--- config.mk ---
export PLATFORM = sky130hd
export DESIGN_NAME = sar_sequencer_flat
export DESIGN_NICKNAME = d
export VERILOG_FILES = /design/src/rtl/sar_sequencer_pkg.sv /design/src/rtl/sar_sequencer_if.sv /design/src/rtl/sar_sequencer_det.sv /design/src/rtl/sar_sequencer.sv /design/src/flat_wrapper.sv
export SDC_FILE = /design/constraint.sdc
export NUM_CORES = 1
export LEC_CHECK = 0
export CAP_MARGIN = 20
export CORE_UTILIZATION = 25
export CTS_BUF_LIST = sky130_fd_sc_hd__clkbuf_4
export CTS_CLUSTER_DIAMETER = 30
export DETAILED_ROUTE_END_ITERATION = 12
export HOLD_SLACK_MARGIN = 0.03
export MAX_ROUTING_LAYER = met4
export PLACE_DENSITY_LB_ADDON = 0.08
export RECOVER_POWER = 100
export SYNTH_ARGS = -nofsm -noshare
export SYNTH_HDL_FRONTEND = slang
export SYNTH_SLANG_ARGS = --single-unit
--- constraint.sdc ---
create_clock -name f100m_clk -period 3.4 [get_ports f100m_clk]
set_input_delay 0.34 -clock f100m_clk [delete_from_list [all_inputs] [get_ports f100m_clk]]
set_output_delay 0.34 -clock f100m_clk [all_outputs]
set_load 0.03 [all_outputs]
--- src/rtl/sar_sequencer_pkg.sv ---
// sar_seq_pkg: shared state encoding and sizing helpers
// for the SAR burst-averaging sequencer.
package sar_seq_pkg;

  typedef enum logic [2:0] {
    SETTLE,
    IDLE,
    ISSUE,
    WAIT,
    ACC,
    DONE
  } state_e;

  localparam int SETTLE_CYC = 3;

  function automatic int ACC_W(input int nstep,
                               input int max_log2);
    return nstep + max_log2;
  endfunction

endpackage

--- src/rtl/sar_sequencer_if.sv ---
// Request/result bus and SAR ADC toggle bus.
// master drives requests / SOC, slave answers.
interface sar_req_if #(
  parameter int NSTEP = 10,
  parameter int AVG_W = 3
);
  logic             req_start;
  logic [AVG_W-1:0] req_avg_log2;
  logic             busy;
  logic             res_valid;
  logic [NSTEP-1:0] res_code;
  logic             res_err;
  logic             res_warn;
  logic             res_timeout;

  modport master (
    output req_start, req_avg_log2,
    input  busy, res_valid, res_code,
    input  res_err, res_warn, res_timeout
  );

  modport slave (
    input  req_start, req_avg_log2,
    output busy, res_valid, res_code,
    output res_err, res_warn, res_timeout
  );
endinterface

interface sar_adc_if #(
  parameter int NSTEP = 10
);
  logic             sar_soc;
  logic             sar_eoc;
  logic             sar_err;
  logic             sar_warn;
  logic [NSTEP-1:0] sar_code;

  modport master (
    output sar_soc,
    input  sar_eoc, sar_err, sar_warn, sar_code
  );

  modport slave (
    input  sar_soc,
    output sar_eoc, sar_err, sar_warn, sar_code
  );
endinterface

--- src/rtl/sar_sequencer_det.sv ---
// toggle_event_det: 2-flop synchroniser plus history
// flop; any level change becomes a one-cycle event.
module toggle_event_det (
  input  logic clk_i,
  input  logic rst_ni,
  input  logic mask_i,
  input  logic tog_i,
  output logic ev_o
);

  logic s1_q, s2_q, hist_q;

  always_ff @(posedge clk_i) begin
    if (!rst_ni) begin
      s1_q   <= 1'b0;
      s2_q   <= 1'b0;
      hist_q <= 1'b0;
    end else begin
      s1_q   <= tog_i;
      s2_q   <= s1_q;
      hist_q <= s2_q;
    end
  end

  // mask hides the level the line had before reset
  assign ev_o = (s2_q ^ hist_q) & ~mask_i;

endmodule

--- src/rtl/sar_sequencer.sv ---
// sar_sequencer: one start -> 2^n SAR conversions,
// averaged result. Option: SAR_SEQ_TIMEOUT_EN.
module sar_sequencer
  import sar_seq_pkg::*;
#(
  parameter int NSTEP        = 10,
  parameter int MAX_AVG_LOG2 = 4,
  parameter int AVG_W        = 3,
  parameter int TIMEOUT_CYC  = 255
) (
  input logic       f100m_clk,
  input logic       rstb,
  sar_req_if.slave  req,
  sar_adc_if.master adc
);

  localparam int AW = ACC_W(NSTEP, MAX_AVG_LOG2);
  localparam int NW = $clog2(MAX_AVG_LOG2 + 1);

  state_e                  state_q;
  logic [1:0]              settle_q;
  logic [NW-1:0]           n_q;
  logic [AW-1:0]           acc_q;
  logic [MAX_AVG_LOG2-1:0] cnt_q;
  logic [MAX_AVG_LOG2-1:0] last_w;
  logic                    err_q, err_d;
  logic                    warn_q, warn_d;
  logic                    soc_q, busy_q, valid_q;
  logic [NSTEP-1:0]        code_q;
  logic                    res_err_q, res_warn_q;
  logic                    eoc_ev, err_ev, warn_ev;
  logic                    settle_w;

`ifdef SAR_SEQ_TIMEOUT_EN
  localparam int TW = $clog2(TIMEOUT_CYC + 1);
  logic [TW-1:0] tmo_q;
  logic          tmo_res_q;
  assign req.res_timeout = tmo_res_q;
`else
  // feature disabled: constant 0
  assign req.res_timeout = (TIMEOUT_CYC < 0);
`endif

  assign settle_w = (state_q == SETTLE);

  toggle_event_det u_eoc (
    .clk_i (f100m_clk),
    .rst_ni(rstb),
    .mask_i(settle_w),
    .tog_i (adc.sar_eoc),
    .ev_o  (eoc_ev)
  );

  toggle_event_det u_err (
    .clk_i (f100m_clk),
    .rst_ni(rstb),
    .mask_i(settle_w),
    .tog_i (adc.sar_err),
    .ev_o  (err_ev)
  );

  toggle_event_det u_warn (
    .clk_i (f100m_clk),
    .rst_ni(rstb),
    .mask_i(settle_w),
    .tog_i (adc.sar_warn),
    .ev_o  (warn_ev)
  );

  assign last_w = MAX_AVG_LOG2'((1 << n_q) - 1);
  assign err_d  = err_q | (err_ev & (state_q != IDLE));
  assign warn_d = warn_q | (warn_ev & (state_q != IDLE));

  always_ff @(posedge f100m_clk) begin
    if (!rstb) begin
      state_q    <= SETTLE;
      settle_q   <= '0;
      n_q        <= '0;
      acc_q      <= '0;
      cnt_q      <= '0;
      err_q      <= 1'b0;
      warn_q     <= 1'b0;
      soc_q      <= 1'b0;
      busy_q     <= 1'b0;
      valid_q    <= 1'b0;
      code_q     <= '0;
      res_err_q  <= 1'b0;
      res_warn_q <= 1'b0;
`ifdef SAR_SEQ_TIMEOUT_EN
      tmo_q      <= '0;
      tmo_res_q  <= 1'b0;
`endif
    end else begin
      valid_q <= 1'b0;
      err_q   <= err_d;
      warn_q  <= warn_d;
      unique case (state_q)
        SETTLE: begin
          if (settle_q == 2'(SETTLE_CYC - 1))
            state_q <= IDLE;
          else
            settle_q <= settle_q + 2'd1;
        end
        IDLE: begin
          if (req.req_start) begin
            if (req.req_avg_log2 >
                AVG_W'(MAX_AVG_LOG2))
              n_q <= NW'(MAX_AVG_LOG2);
            else
              n_q <= NW'(req.req_avg_log2);
            acc_q   <= '0;
            cnt_q   <= '0;
            err_q   <= 1'b0;
            warn_q  <= 1'b0;
            busy_q  <= 1'b1;
            state_q <= ISSUE;
          end
        end
        ISSUE: begin
          soc_q   <= ~soc_q;
          state_q <= WAIT;
`ifdef SAR_SEQ_TIMEOUT_EN
          tmo_q   <= '0;
`endif
        end
        WAIT: begin
          if (eoc_ev) begin
            acc_q   <= acc_q + AW'(adc.sar_code);
            state_q <= ACC;
          end
`ifdef SAR_SEQ_TIMEOUT_EN
          else if (tmo_q == TW'(TIMEOUT_CYC - 1)) begin
            code_q     <= '0;
            res_err_q  <= err_d;
            res_warn_q <= warn_d;
            tmo_res_q  <= 1'b1;
            valid_q    <= 1'b1;
            state_q    <= DONE;
          end else begin
            tmo_q <= tmo_q + 1'b1;
          end
`endif
        end
        ACC: begin
          if (cnt_q == last_w) begin
            code_q     <= NSTEP'(acc_q >> n_q);
            res_err_q  <= err_d;
            res_warn_q <= warn_d;
            valid_q    <= 1'b1;
            state_q    <= DONE;
`ifdef SAR_SEQ_TIMEOUT_EN
            tmo_res_q  <= 1'b0;
`endif
          end else begin
            cnt_q   <= cnt_q + 1'b1;
            state_q <= ISSUE;
          end
        end
        DONE: begin
          busy_q  <= 1'b0;
          state_q <= IDLE;
        end
        default: state_q <= SETTLE;
      endcase
    end
  end

  assign req.busy      = busy_q;
  assign req.res_valid = valid_q;
  assign req.res_code  = code_q;
  assign req.res_err   = res_err_q;
  assign req.res_warn  = res_warn_q;
  assign adc.sar_soc   = soc_q;

endmodule

--- src/flat_wrapper.sv ---
// flat-port wrapper written by rule: the top's interface ports become plain ports
module sar_sequencer_flat import sar_seq_pkg::*;
#(
  parameter int NSTEP        = 10,
  parameter int MAX_AVG_LOG2 = 4,
  parameter int AVG_W        = 3,
  parameter int TIMEOUT_CYC  = 255
)
  (f100m_clk, rstb, req_req_start, req_req_avg_log2, req_busy, req_res_valid, req_res_code, req_res_err, req_res_warn, req_res_timeout, adc_sar_soc, adc_sar_eoc, adc_sar_err, adc_sar_warn, adc_sar_code);
  sar_req_if #(.NSTEP(NSTEP), .AVG_W(AVG_W)) req_i ();
  sar_adc_if #(.NSTEP(NSTEP)) adc_i ();
  input logic f100m_clk;
  input logic rstb;
  input wire logic [$bits(req_i.req_start)-1:0] req_req_start;
  input wire logic [$bits(req_i.req_avg_log2)-1:0] req_req_avg_log2;
  output wire logic [$bits(req_i.busy)-1:0] req_busy;
  output wire logic [$bits(req_i.res_valid)-1:0] req_res_valid;
  output wire logic [$bits(req_i.res_code)-1:0] req_res_code;
  output wire logic [$bits(req_i.res_err)-1:0] req_res_err;
  output wire logic [$bits(req_i.res_warn)-1:0] req_res_warn;
  output wire logic [$bits(req_i.res_timeout)-1:0] req_res_timeout;
  output wire logic [$bits(adc_i.sar_soc)-1:0] adc_sar_soc;
  input wire logic [$bits(adc_i.sar_eoc)-1:0] adc_sar_eoc;
  input wire logic [$bits(adc_i.sar_err)-1:0] adc_sar_err;
  input wire logic [$bits(adc_i.sar_warn)-1:0] adc_sar_warn;
  input wire logic [$bits(adc_i.sar_code)-1:0] adc_sar_code;
  assign req_i.req_start = req_req_start;
  assign req_i.req_avg_log2 = req_req_avg_log2;
  assign req_busy = req_i.busy;
  assign req_res_valid = req_i.res_valid;
  assign req_res_code = req_i.res_code;
  assign req_res_err = req_i.res_err;
  assign req_res_warn = req_i.res_warn;
  assign req_res_timeout = req_i.res_timeout;
  assign adc_sar_soc = adc_i.sar_soc;
  assign adc_i.sar_eoc = adc_sar_eoc;
  assign adc_i.sar_err = adc_sar_err;
  assign adc_i.sar_warn = adc_sar_warn;
  assign adc_i.sar_code = adc_sar_code;
  sar_sequencer #(.NSTEP(NSTEP), .MAX_AVG_LOG2(MAX_AVG_LOG2), .AVG_W(AVG_W), .TIMEOUT_CYC(TIMEOUT_CYC)) u_core (.f100m_clk(f100m_clk), .rstb(rstb), .req(req_i), .adc(adc_i));
endmodule
==> run_results.csv <==
group,metric,value,unit
final_layout,syn2layout_area_growth,17.23,%
detailed_routing,antenna_left,0,
floorplanning,io-pin-count,35,
synth,synthAdderAreaFrac,0.06210,
detailed_routing,routed_wl,7507,um
synth,syn-num-nets,373,
floorplanning,initial_utilization,0.2576,
global_routing,antenna_found_initial,0,
clock_tree,h-tree-depth,2,
synth,synth_top_family_by_area,"simple AND/OR/NAND/NOR gates",
pwr,powerDensity,393.2,nW/um^2
critical_path,crit_family,"buffers and inverters",
final_layout,drive_above_1_share,0.07143,
critical_path,cp_max_fo,23,
floorplanning,fp-row-count,39,
global_routing,grt_pass1_wl,12250,um
critical_path,cp.depth,4,
floorplanning,core_area,11420,um^2
floorplanning,die_w,110.5,um
synth,ys_seq_area_frac,0.3539,
clock_tree,clkSinkCount,52,
critical_path,critPathArrivalTime,2.90,ns
timing,rsz0062_at_grt,"no",
timing,slew_violations,0,
clock_tree,cts_root_buffer,"clkbuf_4",
critical_path,path_cells,"dlygate4sd3_1, clkbuf_1, inv_1, a311oi_1",
synth,ys_ff_latch,52,
worst_hold_path,hold_depth,1,
synth,synth_compound_area_frac,0.1974,
timing,clock.fmax,384.4,MHz
final_layout,nets,397,
job,cap_violations,0,
critical_path,end_kind,"register",
detailed_routing,viasPerCell,4.878,
floorplanning,die_height,110.5,um
critical_path,r2r_cells,6,
timing,slew_headroom,0.3812,
global_routing,grt_usage,0.1292,
global_routing,grt_start_max_net_pins,26,
timing,tightest_slew,0.9282,ns
detailed_routing,vias,2473,
synth,syn_inst,340,
final_layout,diodes,0,
critical_path,critPathSlowestCell,"clkbuf_1",
critical_path,worstSetupPathType,"input pin to register",
pwr,ir_drop,152.3,uV
critical_path,crit_required,3.69,ns
clock_tree,ctsHoldBuffers,0,
timing,fin_crit_sh,0.7652,
detailed_routing,wl_per_cell,14.81,um
detailed_routing,dr.pass1.iters,4,
synth,synth_warnings,0,
clock_tree,cts_buffer_depth,2,
timing,fin_crit,2.602,ns
clock_tree,cts_inserted_buffers,5,
synth,syn-cell-area,2942,um^2
place,port_buffers,33,
synth,synth_top_flop_cell,"dfxtp_1",
synth,synth_area_per_cell,8.652,um^2
synth,synth_edf_count,0,
detailed_routing,drc,0,
synth,async_flop_share,0,
timing,fin_setup_tns,0,ns
synth,synth_mux_area_frac,0.08294,
clock_tree,postCtsSetupRepairBufs,0,
run_status,status,"completed",
timing,skew,0.01682,ns
clock_tree,cts_resized,0,
detailed_routing,drt_iter0_drc,111,
clock_tree,worst_skew_pair.late_latency,0.37,ns
global_routing,overflow,0,
clock_tree,clk_pin_slew_worst_paths,0.16,ns
critical_path,cp-start-kind,"input pin",
clock_tree,cts_tree,"built",
final_layout,final_util,0.3020,
place,detailed_place_hpwl,5603,um
synth,yosys.area_share.simple,0.1999,
synth,yosys.cell_types.count,55,
timing,setup_viol,0,
global_routing,grt_pass1_vias,2390,
pwr,power_leakage,0.001321,uW
critical_path,slowest_delay,0.74,ns
synth,synth_xor_area_frac,0.05359,
timing,hold_viol,0,
worst_hold_path,min_path_type,"register to register",
critical_path,path_buf_inv,3,
floorplanning,dieArea,12200,um^2
place,gp_congestion,0.7646,
timing,hold_ws,0.4511,ns
[power breakdown]
part | total (uW) | switching (uW) | internal, uW
clock network | 429 | 204 | 225
logic | 269 | 155 | 113
registers | 658 | 23.4 | 635
[layer usage]
layer / share of wire / GRT usage / vias to the layer above
met1: 0.50 / 0.1755 / 1179
met5: 0 / - / -
met4: 0.012 / 0.03556 / 0
li1: - / - / 1256
met2: 0.46 / 0.1983 / 31
met3: 0.027 / 0.02086 / 7
[cells in the final DEF (no fill, tap or decap), drive strengths merged, types with 4 or more instances in the layout]
master / count
nand3: 17
nor2b: 5
o21ai: 10
clkdlybuf4s50: 17
nand2: 30
dlygate4sd3: 16
a211oi: 12
dfxtp: 52
a21oi: 34
nor2: 38
xor2: 7
o211ai: 6
mux4: 4
xnor2: 11
inv: 12
mux2i: 12
nor3: 5
clkbuf: 6
ha: 13
and2: 10
[area by class of cell]
| type | count | area [um^2] |
|---|---|---|
| Inverter | 12 | 45.04 |
| Multi-Input combinational cell | 256 | 1729 |
| Fill cell | 1248 | 7970 |
| Tap cell | 143 | 178.9 |
| Timing Repair Buffer | 37 | 356.6 |
| Clock inverter | 2 | 60.06 |
| Sequential cell | 52 | 1041 |
| Clock buffer | 5 | 37.54 |
[worst paths after layout]
kind	start	endpoint	slack [ns]
max reg2reg	u_core.state_q[0]	u_core.cnt_q[2]	0.91
max	rstb	u_core.req.busy	0.80
min reg2reg	u_core.u_err.s1_q	u_core.u_err.s2_q	0.45
min	u_core.u_err.s1_q	u_core.u_err.s2_q	0.45
[synthesized netlist by cell type (4+ instances only)]
cell type | count | share of area
ha_1 | 13 | 0.055
nor2b_1 | 4 | 0.0085
dfxtp_1 | 52 | 0.35
xnor2_1 | 11 | 0.033
nor3_1 | 5 | 0.0085
and2_1 | 10 | 0.021
buf_2 | 4 | 0.0068
clkbuf_1 | 13 | 0.017
nor2_1 | 33 | 0.042
o21ai_0 | 7 | 0.012
nand3_1 | 16 | 0.027
a21oi_1 | 34 | 0.058
a211oi_2 | 4 | 0.017
inv_1 | 11 | 0.014
nand2_1 | 30 | 0.038
xor2_1 | 7 | 0.021
mux4_2 | 4 | 0.031
nor2_2 | 4 | 0.0085
mux2i_1 | 12 | 0.041
a211oi_1 | 8 | 0.020
o211ai_1 | 6 | 0.015
[state kept, by name, summed over array words and instances, names as in the netlist, 2 cells and up]
register / flops
u_core.acc_q: 14
u_core.req.res_code: 10
u_core.cnt_q: 4
u_core.n_q: 3
u_core.state_q: 3
u_core.settle_q: 2
[stage by stage]
| step | instances | setup slack (ns) | power [uW] | cell area (um^2) |
|---|---|---|---|---|
| 2_1_floorplan | 340 | 1.033 | 870.6 | 2942 |
| 3_3_place_gp | 500 | 0.8764 | 944.8 | 3382 |
| 3_5_place_dp | 500 | 0.8453 | 947.5 | 3382 |
| 4_1_cts | 507 | 0.9776 | 1378 | 3480 |
| 5_1_grt | 507 | 0.6126 | 1424 | 3448 |
| 6_report | 507 | 0.7985 | 1356 | 3448 |
[cells by family after synthesis]
logic type	count (synthesis)
other	1
and+or+nand+nor	119
AOI/OAI and AO/OA	85
adders and majority gates	14
muxes	19
xor gates and xnor gates	18
DFF	52
buffers and inverters	32
[worst reg2reg max path, cell delays in order (launching register included)]
cell,delay (ns)
dfxtp_1,0.52
inv_1,0.14
nor2_1,0.24
nand3_1,0.57
nand2_1,0.60
nor2_1,0.08
a31o_2,0.25
No activity file was read; power rests on OpenSTA's default activity.
